### config.mk
export PLATFORM = sky130hd
export DESIGN_NAME = lfsr_sng_bank_flat
export DESIGN_NICKNAME = d
export VERILOG_FILES = /design/src/rtl/lfsr_sng_pkg.sv /design/src/rtl/lfsr_sng_bank_if.sv /design/src/rtl/lfsr_sng_chan.sv /design/src/rtl/lfsr_sng_bank.sv /design/src/flat_wrapper.sv
export SDC_FILE = /design/constraint.sdc
export NUM_CORES = 1
export LEC_CHECK = 0
export ABC_AREA = 1
export ABC_CLOCK_PERIOD_IN_PS = 1600
export CORE_ASPECT_RATIO = 0.6
export CORE_MARGIN = 1
export CORE_UTILIZATION = 47
export DETAILED_ROUTE_END_ITERATION = 10
export PLACE_DENSITY = 0.79
export SLEW_MARGIN = 20
export SYNTH_ARGS = -nofsm -noshare
export SYNTH_HDL_FRONTEND = slang
export SYNTH_HIERARCHICAL = 1
export SYNTH_SLANG_ARGS = --single-unit
### constraint.sdc
create_clock -name TRIG -period 1.6 [get_ports TRIG]
set_input_delay 0.32 -clock TRIG [delete_from_list [all_inputs] [get_ports TRIG]]
set_output_delay 0.32 -clock TRIG [all_outputs]
set_load 0.1 [all_outputs]
### src/rtl/lfsr_sng_pkg.sv
// ----------------------------------------------------------------------------
// lfsr_sng_pkg
// Shared constants and helpers for the LFSR stochastic number generator bank.
//   MIN_WIDTH / MAX_WIDTH : legal LFSR widths
//   tap_mask(width)       : maximal-length Fibonacci feedback mask for a
//                           left-shifting LFSR (bit i set = s[i] feeds the XOR)
//   rotl(value, amt, w)   : rotate the low w bits of value left by amt
// ----------------------------------------------------------------------------
package lfsr_sng_pkg;

    localparam int MIN_WIDTH = 4;
    localparam int MAX_WIDTH = 16;

    typedef logic [MAX_WIDTH-1:0] lfsr_word_t;

    function automatic lfsr_word_t tap_mask(input int width);
        lfsr_word_t m;
        case (width)
            4:       m = 16'h000C;
            5:       m = 16'h0014;
            6:       m = 16'h0030;
            7:       m = 16'h0060;
            8:       m = 16'h008E;   // 1+x^2+x^3+x^4+x^8 -> s[7]^s[3]^s[2]^s[1]
            9:       m = 16'h0110;
            10:      m = 16'h0240;
            11:      m = 16'h0500;
            12:      m = 16'h0829;
            13:      m = 16'h100D;
            14:      m = 16'h2015;
            15:      m = 16'h6000;
            16:      m = 16'hD008;
            default: m = '0;
        endcase
        return m;
    endfunction

    function automatic lfsr_word_t rotl(input lfsr_word_t value, input int amount,
                                        input int width);
        logic [2*MAX_WIDTH-1:0] wide;
        lfsr_word_t             mask;
        int                     a;
        a    = amount % width;
        mask = MAX_WIDTH'((32'd1 << width) - 32'd1);
        wide = {{MAX_WIDTH{1'b0}}, value & mask} << a;
        // bits pushed past the top of the w-bit field wrap back to the bottom
        return (wide[MAX_WIDTH-1:0] | MAX_WIDTH'(wide >> width)) & mask;
    endfunction

endpackage

### src/rtl/lfsr_sng_bank_if.sv
// ----------------------------------------------------------------------------
// lfsr_sng_bank_if
// Control/data bundle of the LFSR SNG bank.
//   SEED  : reseed value          LOAD : reseed strobe     EN : step enable
//   PROB  : per-channel probability words, channel k at [k*WIDTH +: WIDTH]
//   RND   : current LFSR state    SN   : stochastic bits
//   VALID : SN belongs to the current seed sequence
//   WRAP  : one-cycle pulse at end of a full LFSR period
//   CNT   : per-channel ones count per period (only with LFSR_SNG_CNT_EN)
// Modports: master drives the controls, slave is the generator bank.
// ----------------------------------------------------------------------------
interface lfsr_sng_bank_if #(
    parameter int WIDTH    = 8,
    parameter int CHANNELS = 4
);
    logic [WIDTH-1:0]          SEED;
    logic                      LOAD;
    logic                      EN;
    logic [CHANNELS*WIDTH-1:0] PROB;
    logic [WIDTH-1:0]          RND;
    logic [CHANNELS-1:0]       SN;
    logic                      VALID;
    logic                      WRAP;
`ifdef LFSR_SNG_CNT_EN
    logic [CHANNELS*WIDTH-1:0] CNT;
`endif

    modport master (
        output SEED, LOAD, EN, PROB,
`ifdef LFSR_SNG_CNT_EN
        input  CNT,
`endif
        input  RND, SN, VALID, WRAP
    );

    modport slave (
        input  SEED, LOAD, EN, PROB,
`ifdef LFSR_SNG_CNT_EN
        output CNT,
`endif
        output RND, SN, VALID, WRAP
    );
endinterface

### src/rtl/lfsr_sng_chan.sv
// ----------------------------------------------------------------------------
// lfsr_sng_chan
// One stochastic number generator channel.
//   TRIG      : clock
//   r_k       : this channel's rotated view of the LFSR state
//   prob_k    : probability word
//   step      : an EN step happens this cycle
//   clear     : reset or reseed this cycle
//   sn        : registered stochastic bit (r_k <= prob_k of the last step)
//   wrap_step : (LFSR_SNG_CNT_EN) this step closes a full period
//   cnt       : (LFSR_SNG_CNT_EN) ones count of the last completed period
// Optional feature macro: LFSR_SNG_CNT_EN.
// ----------------------------------------------------------------------------
module lfsr_sng_chan #(
    parameter int WIDTH = 8
) (
    input  logic             TRIG,
    input  logic [WIDTH-1:0] r_k,
    input  logic [WIDTH-1:0] prob_k,
    input  logic             step,
    input  logic             clear,
    output logic             sn
`ifdef LFSR_SNG_CNT_EN
    ,
    input  logic             wrap_step,
    output logic [WIDTH-1:0] cnt
`endif
);

    logic hit;
    assign hit = (r_k <= prob_k);

    always_ff @(posedge TRIG) begin
        if (clear) begin
            sn <= 1'b0;
        end else if (step) begin
            sn <= hit;
        end
    end

`ifdef LFSR_SNG_CNT_EN
    logic [WIDTH-1:0] acc;

    // acc counts the running period; the closing step's own bit belongs to
    // the period it closes, so the latched total is acc + hit.
    always_ff @(posedge TRIG) begin
        if (clear) begin
            acc <= '0;
            cnt <= '0;
        end else if (step) begin
            if (wrap_step) begin
                cnt <= acc + WIDTH'(hit);
                acc <= '0;
            end else begin
                acc <= acc + WIDTH'(hit);
            end
        end
    end
`endif

endmodule

### src/rtl/lfsr_sng_bank.sv
// ----------------------------------------------------------------------------
// lfsr_sng_bank
// Shared Fibonacci LFSR driving CHANNELS stochastic number generators.
// Ports:
//   TRIG  : clock, all state on posedge
//   RESET : synchronous active-high reset
//   bus   : lfsr_sng_bank_if.slave (SEED/LOAD/EN/PROB in, RND/SN/VALID/WRAP out,
//           CNT out with LFSR_SNG_CNT_EN)
// Parameters: WIDTH (4..16), CHANNELS (1..16), ROT_STEP (per-channel rotation).
// Optional feature macro: LFSR_SNG_CNT_EN adds per-channel period ones counters.
// ----------------------------------------------------------------------------
module lfsr_sng_bank
    import lfsr_sng_pkg::*;
#(
    parameter int WIDTH    = 8,
    parameter int CHANNELS = 4,
    parameter int ROT_STEP = 3
) (
    input  logic          TRIG,
    input  logic          RESET,
    lfsr_sng_bank_if.slave bus
);

    localparam logic [WIDTH-1:0] TAPS    = WIDTH'(tap_mask(WIDTH));
    // last pc value of a period: 2^WIDTH - 2
    localparam logic [WIDTH-1:0] PC_LAST = {{(WIDTH-1){1'b1}}, 1'b0};

    logic [WIDTH-1:0]    s;
    logic [WIDTH-1:0]    pc;
    logic [WIDTH-1:0]    seed_clean;
    logic                fb;
    logic                clear;
    logic                step;
    logic                valid;
    logic                wrap;
    logic [CHANNELS-1:0] sn_vec;

    assign seed_clean = (bus.SEED == '0) ? WIDTH'(1) : bus.SEED;
    assign fb         = ^(s & TAPS);
    assign clear      = RESET | bus.LOAD;
    assign step       = bus.EN & ~clear;

    always_ff @(posedge TRIG) begin
        if (clear) begin
            s     <= seed_clean;
            pc    <= '0;
            valid <= 1'b0;
            wrap  <= 1'b0;
        end else if (bus.EN) begin
            // all-zero state would stick forever; recover to 1
            s     <= (s == '0) ? WIDTH'(1) : {s[WIDTH-2:0], fb};
            pc    <= (pc == PC_LAST) ? '0 : pc + WIDTH'(1);
            valid <= 1'b1;
            wrap  <= (pc == PC_LAST);
        end else begin
            wrap  <= 1'b0;
        end
    end

`ifdef LFSR_SNG_CNT_EN
    logic [CHANNELS*WIDTH-1:0] cnt_vec;
    assign bus.CNT = cnt_vec;
`endif

    for (genvar k = 0; k < CHANNELS; k++) begin : g_chan
        localparam int ROT = (k * ROT_STEP) % WIDTH;
        logic [WIDTH-1:0] r_k;

        assign r_k = WIDTH'(rotl(MAX_WIDTH'(s), ROT, WIDTH));

        lfsr_sng_chan #(
            .WIDTH (WIDTH)
        ) u_chan (
            .TRIG      (TRIG),
            .r_k       (r_k),
            .prob_k    (bus.PROB[k*WIDTH +: WIDTH]),
            .step      (step),
            .clear     (clear),
            .sn        (sn_vec[k])
`ifdef LFSR_SNG_CNT_EN
            ,
            .wrap_step (step & (pc == PC_LAST)),
            .cnt       (cnt_vec[k*WIDTH +: WIDTH])
`endif
        );
    end

    assign bus.RND   = s;
    assign bus.SN    = sn_vec;
    assign bus.VALID = valid;
    assign bus.WRAP  = wrap;

endmodule

### src/flat_wrapper.sv
// flat-port wrapper written by rule: the top's interface ports become plain ports
module lfsr_sng_bank_flat import lfsr_sng_pkg::*;
#(
    parameter int WIDTH    = 8,
    parameter int CHANNELS = 4,
    parameter int ROT_STEP = 3
)
  (TRIG, RESET, bus_SEED, bus_LOAD, bus_EN, bus_PROB, bus_RND, bus_SN, bus_VALID, bus_WRAP);
  lfsr_sng_bank_if #(.WIDTH(WIDTH), .CHANNELS(CHANNELS)) bus_i ();
  input  logic TRIG;
  input  logic RESET;
  input wire logic [$bits(bus_i.SEED)-1:0] bus_SEED;
  input wire logic [$bits(bus_i.LOAD)-1:0] bus_LOAD;
  input wire logic [$bits(bus_i.EN)-1:0] bus_EN;
  input wire logic [$bits(bus_i.PROB)-1:0] bus_PROB;
  output wire logic [$bits(bus_i.RND)-1:0] bus_RND;
  output wire logic [$bits(bus_i.SN)-1:0] bus_SN;
  output wire logic [$bits(bus_i.VALID)-1:0] bus_VALID;
  output wire logic [$bits(bus_i.WRAP)-1:0] bus_WRAP;
  assign bus_i.SEED = bus_SEED;
  assign bus_i.LOAD = bus_LOAD;
  assign bus_i.EN = bus_EN;
  assign bus_i.PROB = bus_PROB;
  assign bus_RND = bus_i.RND;
  assign bus_SN = bus_i.SN;
  assign bus_VALID = bus_i.VALID;
  assign bus_WRAP = bus_i.WRAP;
  lfsr_sng_bank #(.WIDTH(WIDTH), .CHANNELS(CHANNELS), .ROT_STEP(ROT_STEP)) u_core (.TRIG(TRIG), .RESET(RESET), .bus(bus_i));
endmodule
---- Word-level counts from Yosys, hierarchy flattened ----
Index checks and enable logic that the tools add are counted.
operators by class
  reductions and logical operators ........ 5
  shift operators ......................... 0
  $add $sub $neg .......................... 1
  div/mod/pow operators ................... 0
  bitwise operators ....................... 7
  magnitude comparators ................... 4
  multiply operators ...................... 0
  equality and inequality tests ........... 1
  mux-type cells .......................... 5
operators with widths
  cell                 count
  $mux 8               5
  $le 8x8->1           4
  $logic_not 8->1      2
  $add 8x1->8 const B  1
  $eq 8x8->1 const B   1
  $or 8x1->8           1
  $or 8x3->8           1
  $or 8x6->8           1
  $reduce_xor 8->1     1
  $not 1->1            2
  $reduce_bool 2->1    1
  $reduce_or 2->1      1
  $and 1x1->1          1
  $or 1x1->1           1
storage, ports and cells
  RAM bits ................................ 0
  register bits after elaboration ......... 22
  input bits .............................. 44
  latch bits .............................. 0
  output and inout bits ................... 14
  memories kept ........................... 0
  bits in read-only memories .............. 0

---- Logic depth before layout (Yosys ltp) ----
Gate-level depths: netlist (run 1).
  depth after elaboration ................. 4
  gate-level depth with buffers ........... 10
  gate-level depth less buffers ........... 10

---- Cells and area by module ----
The synthesis (run 1) kept the hierarchy.
by module, submodules not included
  module         times used  seq. area each (um^2)  area each (um^2)  cells an instance
  lfsr_sng_chan  4           20.0                   264.0             40
  lfsr_sng_bank  1           440.4                  945.9             127

---- Worst setup path before layout (run 1) ----
OpenSTA, ideal clock, no wires.
  path kind ............................... register to register
  start point ............................. register u_core.s[2], in the netlist u_core/bus.RND[2]
  end point ............................... register u_core.s[0], in the netlist u_core/bus.RND[0], data pin
  stages on the path, launching flop included .. 9
  path slack .............................. -0.473 ns
  required time ........................... 1.338 ns
  setup time .............................. 0.262 ns
  data arrival time ....................... 1.810 ns
  clock period less this slack ............ 2.073 ns
  path through ............................ edfxtp_1 > inv_1 > ha_1 > inv_1 > nand2_1 > nand2_1 > nand2_1 > nand2_1 > a21oi_1
on the way
  word-level cells in the longest chain between the ends .. 4
  elaborated cells on any way between the ends .. 5
ends and longest elaborated chain
  what                                                 RTL line                                  text
  start, declared                                      lfsr_sng_bank.sv:28                       logic [WIDTH-1:0] s;
  start signal, assigned                               lfsr_sng_bank.sv:45                       s <= seed_clean;
  start signal, assigned                               lfsr_sng_bank.sv:51                       s <= (s == '0) ? WIDTH'(1) : {s[WIDTH-2:0], fb};
  $reduce_xor 8->1 or $logic_not 8->1 (tied branches)  lfsr_sng_bank.sv:39, lfsr_sng_bank.sv:51
  $mux 8 (*)                                           lfsr_sng_bank.sv:51
  $mux 8 (*)                                           lfsr_sng_bank.sv:49                       end else if (bus.EN) begin
  $mux 8 (*)                                           lfsr_sng_bank.sv:44                       if (clear) begin
Every way passes the cells marked *; elsewhere a longest branch is shown, timed or not. The select of a mux whose other input is x is not followed.
A chain may end at the register's enable or synchronous reset.

---- Worst setup path after layout (run 1) ----
  start point ............................. register u_core.s[3], in the netlist u_core/bus.RND[3]
  end point ............................... output bus_RND[3]
RTL lines
  what           RTL line            text
  end, declared  flat_wrapper.sv:16  output wire logic [$bits(bus_i.RND)-1:0] bus_RND;
No word-level cell between the ends.

==> out/metrics.yaml, run 1 <==
run_status:
  status: "finished clean"
timing:
  worstMarginPinSlew_ns: 0.431
  relSlewSlack_pct: 71.2
  hold_viol_final: 0
  clock_skew_ns: 0.00622
  rsz0062_at_grt: "true"
  max_clock_freq_mhz: 645
  holdWs_ns: 0.543
  final-setup-viol-count: 0
  fin_crit_sh_pct: 96.9
  maxSlewViolCount: 0
  fin_crit_ns: 1.55
floorplanning:
  start_util_pct: 51.7
  rows: 17
  die_area_mm2: 0.00453
  die_width_um: 86.3
  ioPinCount: 58
  die_y_um: 52.6
  coreArea_mm2: 0.00387
setup_path:
  path_buf_inv: 3
  cp_max_fo: 6
  cp_num_cells: 3
  reg2reg_depth: 8
  crit_path_max_incr_delay_ns: 0.50
  cp-endpoint: "bus_RND[3]"
  worstPathCellList: "buf_4, buf_4, buf_12"
  slowest_stage: "edfxtp_1"
  rrSetupSlack_ns: 0.09
  crit_top_cell: "buf_4"
  path_delay_family: "flip-flops"
  crit_start: "u_core/bus.RND[3]"
  worstSetupPathType: "reg -> out"
  worstSetupEndpointType: "output pin"
  critPathLaunchType: "register"
  r2r_end: "u_core/bus.RND[0]"
  timing.rr.start: "u_core/bus.RND[2]"
  worstPathRequired_ns: 1.28
  cp_data_arrival_time_ns: 1.23
global_route:
  antenna_found_initial: 0
  grt_pass1_wl_mm: 8.31
  grt.overflow.total: 0
  grt_pass1_vias: 1910
  grt_max_degree: 13
  grtUsageTotal_pct: 23.8
clock_tree:
  clk_latency_ns: 0.26
  cts_tree: "yes"
  cts.sinks: 22
  clkTransAtPathRegs_ns: 0.08
  htreeDepth: 1
  cts_root_buf: "clkbuf_8"
  cts_buffers: 3
  cts_buffer_depth: 2
pwr:
  power.leakage_nw: 1.59
  ir_drop_uv: 406
  power_density_mw_per_mm2: 640
  power_mw: 1.93
drt:
  postRouteAntennaNets: 0
  drt-total-wl_mm: 5.14
  wire_per_inst_um: 12.1
  via_per_inst: 4.73
  firstDrtPassIters: 4
  drc: 0
  drt_iter0_markers: 88
  vias: 2004
place:
  portBuffers: 57
  gp_congestion: 0.804
  dpl.hpwl_mm: 4.13
cells_and_area:
  diodes: 0
  layout_commonest_cell: "nand2_1"
  fin_nets: 447
  synthToLayoutAreaGrowth_pct: 50.4
  nFillCells: 290
  final_cell_mix: "80 x nand2_1, 62 x inv_1, 43 x clkdlybuf4s50_1"
  layout-drive-gt1-share_pct: 18.0
hold_path:
  holdPathStages: 2
  hp-class: "reg -> reg"
  hold_start: "u_core/pc[1]"
yosys:
  ys_seq_elements: 22
  ys_warn_count: 6
  synth-seq-area-share_pct: 26.0
  synth.top_cell.area_share_pct: 21.9
  yosys.area.top_type: "ha_1"
  synth_cells: 287
  syn_area_per_cell_um2: 6.98
  syn_area_mm2: 0.00200
  synth_area_leaders: "ha_1 22%, nand2_1 15%, dfxtp_1 14%, edfxtp_1 12%, inv_1 12%"
  yosysUniqueCellTypes: 23
  syn-num-nets: 366
run:
  cap_violations: 0
-- report_power, final --
part / total [mW] / switching, mW / internal, mW
combinational: 0.865 / 0.473 / 0.393
sequential: 0.669 / 0.0576 / 0.611
clock: 0.392 / 0.173 / 0.219
-- state kept, by name, indices dropped and copies added, names as in the netlist --
name,flops
u_core/bus.VALID,1
u_core/bus.WRAP,1
u_core/g_chan.u_chan/sn,4
u_core/pc,8
u_core/bus.RND,8
-- timing repair --
| action | 4_1_cts | 5_1_grt |
|---|---|---|
| setup endpoints to repair | 0 | 4 |
| hold buffers | 0 | 0 |
| buffers inserted | 0 | 5 |
| resized for setup | 0 | 4 |
| endpoints found under the hold margin | 0 | 0 |
-- per-layer routing --
metal / vias up / share of wire, % / global-route usage (%)
li1: 1047 / - / -
met1: 866 / 48 / 34.6
met2: 91 / 42 / 38.9
met3: 0 / 10 / 3.94
met4: 0 / 0 / 1.39
met5: - / 0 / 0
-- metrics by stage --
stage          worst slack [ns]  utilization (%)  setup TNS [ns]  std cells  area, um^2
2_1_floorplan            -0.456                -           -2.08        287        2020
3_3_place_gp            -0.0600             75.0          -0.271        415        2900
3_5_place_dp             -0.120             75.0          -0.392        415        2900
4_1_cts                  0.0291             76.4               0        419        2960
5_1_grt                0.000563             77.8               0        424        3010
6_report                 0.0498             77.8               0        424        3010
-- cells in the mapped netlist --
| master | n |
|---|---|
| nand4_1 | 3 |
| a21boi_1 | 4 |
| dfxtp_1 | 14 |
| nand2_1 | 81 |
| nor2_2 | 10 |
| inv_1 | 62 |
| xnor2_1 | 1 |
| or2_2 | 1 |
| a21o_1 | 4 |
| nand2_2 | 2 |
| edfxtp_1 | 8 |
| nor2_1 | 26 |
| nor2_4 | 2 |
| xor2_1 | 1 |
| a21oi_1 | 5 |
| nand3b_1 | 1 |
| o21bai_1 | 4 |
| buf_4 | 1 |
| a21oi_2 | 8 |
| inv_2 | 1 |
| nand3_1 | 8 |
| ha_1 | 35 |
| o21ai_0 | 5 |
-- cells by family (layout without fill, tap and decap cells) --
family	count (synthesis)	in the layout	synth area share, %
adders and majority gates	35	35	21.9
and+or+nand+nor	134	134	28.6
AOI/OAI and AO/OA	30	30	10.5
buffers and inverters	64	144	12.2
xor gates and xnor gates	2	2	0.875
DFF	22	22	26.0
-- final cells by class --
class | count | area (um^2) | share of cell area (%)
clock buffer | 4 | 55.1 | 1.83
tap | 57 | 71.3 | 2.37
timing repair buffer | 77 | 868 | 28.8
multi-input combinational | 201 | 1260 | 41.8
inverter | 63 | 236 | 7.86
sequential | 22 | 520 | 17.3
-- how the worst min path moves through the flow --
| stage | to |
|---|---|
| final | u_core/pc[1] |
| after CTS | u_core/pc[1] |
| after floorplan | u_core/bus.VALID |
| after global routing | u_core/pc[4] |
| after global placement | u_core/bus.VALID |
| after detailed placement | u_core/bus.VALID |
-- tightest hold or removal path, cell delays in order, from the launching register on --
cell and delay, ns:
dfxtp_1 0.35, nand3_1 0.10, nand2_1 0.05
No activity file was read; power rests on OpenSTA's default activity.
==> inputs of run 2 (changes only) <==
ABC_AREA = unset   (was 1)
PLACE_DENSITY = unset   (was 0.79)
PLACE_DENSITY_LB_ADDON = 0.05   (was unset)
REMOVE_ABC_BUFFERS = 1   (was unset)
==> out/metrics.yaml, run 2 <==
yosys:
  synth_area_leaders: "ha_1 24%, dfxtp_1 16%, edfxtp_1 13%, inv_1 8.6%, nand4_1 3.5%"
  synth-seq-area-share_pct: 29.0  # +3.0 points
  synth.top_cell.area_share_pct: 24.4  # +2.5 points
  synth_cells: 204  # -29%
  synth_most_common_cell: "inv_1"
  syn_area_mm2: 0.00179  # -10%
  syn_area_per_cell_um2: 8.79  # +26%
  async_flop_share_pct: 0  # unchanged
  ys_warn_count: 6  # unchanged
  synthTopCellsByCount: "41 x inv_1, 35 x ha_1, 14 x dfxtp_1, 14 x nor2_1, 11 x a21oi_1"
  yosys.area.top_type: "ha_1"
  ys_seq_elements: 22  # unchanged
  synth-edff-count: 8  # unchanged
  yosysUniqueCellTypes: 30  # +30%
  synth_top_flop_cell: "dfxtp_1"
timing:
  fin_crit_sh_pct: 117  # +20 points
  rsz0062_at_grt: "true"
  relSlewSlack_pct: 73.1  # +1.8 points
  maxSlewViolCount: 0  # unchanged
  hold_viol_final: 0  # unchanged
  holdWs_ns: 0.553  # +0.00922 ns
  fin_crit_ns: 1.87  # +0.319 ns
  max_clock_freq_mhz: 535  # -17%
  final-setup-viol-count: 8  # +8
  clock_skew_ns: 0.00295  # -0.00328 ns
  finalWorstSetupSlack_ns: -0.269  # -0.319 ns
  worstMarginPinSlew_ns: 0.403  # -0.0282 ns
cells_and_area:
  final_cell_mix: "43 x clkdlybuf4s50_1, 39 x inv_1, 31 x buf_4"
  fin_nets: 383  # -14%
  layout-drive-gt1-share_pct: 31.4  # +13 points
  layout_commonest_cell: "clkdlybuf4s50_1"
  synthToLayoutAreaGrowth_pct: 75.1
  diodes: 0  # unchanged
global_route:
  grt_max_degree: 14  # +1
  antenna_found_initial: 0  # unchanged
  grtUsageTotal_pct: 31.5  # +7.7 points
  grt_pass1_vias: 1883  # -1.4%
  grt_pass1_wl_mm: 9.45  # +14%
  grt.overflow.total: 0  # unchanged
drt:
  drc: 0  # unchanged
  vias: 2183  # +8.9%
  drt_iter0_markers: 201  # +130%
  wire_per_inst_um: 22.6  # +86%
  via_per_inst: 6.27  # +33%
  postRouteAntennaNets: 0  # unchanged
  drt-total-wl_mm: 7.85  # +53%
  firstDrtPassIters: 5  # +1
clock_tree:
  cts_buffer_depth: 2  # unchanged
  clkTransAtPathRegs_ns: 0.09  # about the same
  clk_latency_ns: 0.27  # about the same
  cts.sinks: 22  # unchanged
  htreeDepth: 1  # unchanged
  cts_tree: "yes"
  cts_buffers: 3  # unchanged
  cts_hold_buf: 0  # unchanged
  cts_root_buf: "clkbuf_8"
run_status:
  violations: "negative setup slack"
  status: "finished, violations left"
setup_path:
  path_delay_family: "simple AND/OR/NAND/NOR gates"
  worstPathCellList: "buf_6, buf_4, ha_4, nand4_1, nor2_2, a211oi_2, nor4_1"
  crit_path_max_incr_delay_ns: 0.47  # -0.03 ns
  slowest_stage: "edfxtp_1"
  cp_max_fo: 3  # -3
  critPathLaunchType: "register"
  cp_data_arrival_time_ns: 2.03  # +0.80 ns
  worstPathRequired_ns: 1.76  # +0.48 ns
  worstSetupEndpointType: "register"
  path_buf_inv: 2  # -1
  worstSetupPathType: "reg -> reg"
floorplanning:
  die_y_um: 49.8  # -5.2%
  rows: 16  # -1
  ioPinCount: 58  # unchanged
  die_area_mm2: 0.00407  # -10%
  coreArea_mm2: 0.00344  # -11%
  start_util_pct: 52.1  # +0.36 points
  die_width_um: 81.7  # -5.2%
place:
  dpl.hpwl_mm: 4.13  # about the same
  portBuffers: 57  # unchanged
  gp_congestion: 0.796  # -1.0%
hold_path:
  hp-class: "reg -> reg"
pwr:
  clkPwrFrac_pct: 23.4  # +3.1 points
  p_comb_share_pct: 47.6  # +2.7 points
  ir_drop_uv: 945  # +130%
  power_density_mw_per_mm2: 722  # +13%
  seq_power_share_pct: 28.9  # -5.8 points
  switchingPower_mw: 0.817  # +16%
  power.leakage_nw: 1.39  # -12%
  swShare_pct: 36.0  # -0.47 points
  internal-power_mw: 1.45  # +19%
  power_mw: 2.27  # +18%
run:
  cap_violations: 0  # unchanged
[run 2: final cells by class]
| type | instances | area [um^2] |
|---|---|---|
| multi-input cells | 139 | 1300 |
| repair buffers | 96 | 1030 |
| flip-flops and latches | 22 | 520 |
| fillers | 137 | 304 |
| inverters | 42 | 160 |
| well taps | 45 | 56.3 |
| clock buffers | 3 | 41.3 |
| clock inverters | 1 | 30.0 |
[run 2: worst paths after layout]
kind                startpoint                    endpoint  slack, ns  cells past startpoint
max          u_core/bus.RND[6]  u_core/g_chan[2].u_chan/sn      -0.27                      7
min               u_core/pc[1]                u_core/pc[1]       0.55                      2
max reg2reg  u_core/bus.RND[6]  u_core/g_chan[2].u_chan/sn      -0.27                      7
min reg2reg       u_core/pc[1]                u_core/pc[1]       0.55                      2
[run 2: tightest hold or removal path, cell delays in order, from the launching register on]
cell	delay [ns]
dfxtp_1	0.37
nand2_1	0.07
o21ai_0	0.07
[run 2: what timing repair did]
item / 4_1_cts / 5_1_grt
pin swaps: 9 / 13
gates resized for setup: 13 / 26
setup endpoints to repair: 4 / 8
buffers inserted: 11 / 3
[run 2: routing by layer]
layer	vias to the layer above	global-route usage (%)	routed length, um
met5	-	0	0
met4	0	5.85	482
met3	59	5.74	809
met2	197	50.1	3540
met1	996	44.4	3020
li1	931	-	-
[run 2: power groups by stage]
stage	clock, mW	sequential [mW]	combinational, mW
CTS	0.514	0.646	0.917
global placement	0	0.685	0.790
floorplan	0	0.846	0.254
detailed placement	0	0.684	0.812
finish	0.531	0.655	1.08
global route	0.554	0.657	1.12
[run 2: cells by family after synthesis]
group           after synthesis  share of synthesized area (%)
xor+xnor                      5                           2.44
flops                        22                           29.0
mux                           5                           3.14
buf+inv                      43                           9.07
compound gates               39                           14.9
fa+ha+maj                    35                           24.4
simple gates                 55                           17.0
[run 2: stage by stage]
step                      instances  worst slack [ns]  setup TNS, ns  utilization (%)  instance area [um^2]
after global routing            348            -0.335          -1.37             91.2                  3140
final                           348            -0.269         -0.933             91.2                  3140
after detailed placement        331            -0.389          -3.62             79.9                  2750
after CTS                       345           -0.0587         -0.204             86.4                  2980
after floorplan                 203            -0.456          -2.52                -                  1790
after global placement          331            -0.303          -2.82             79.9                  2750
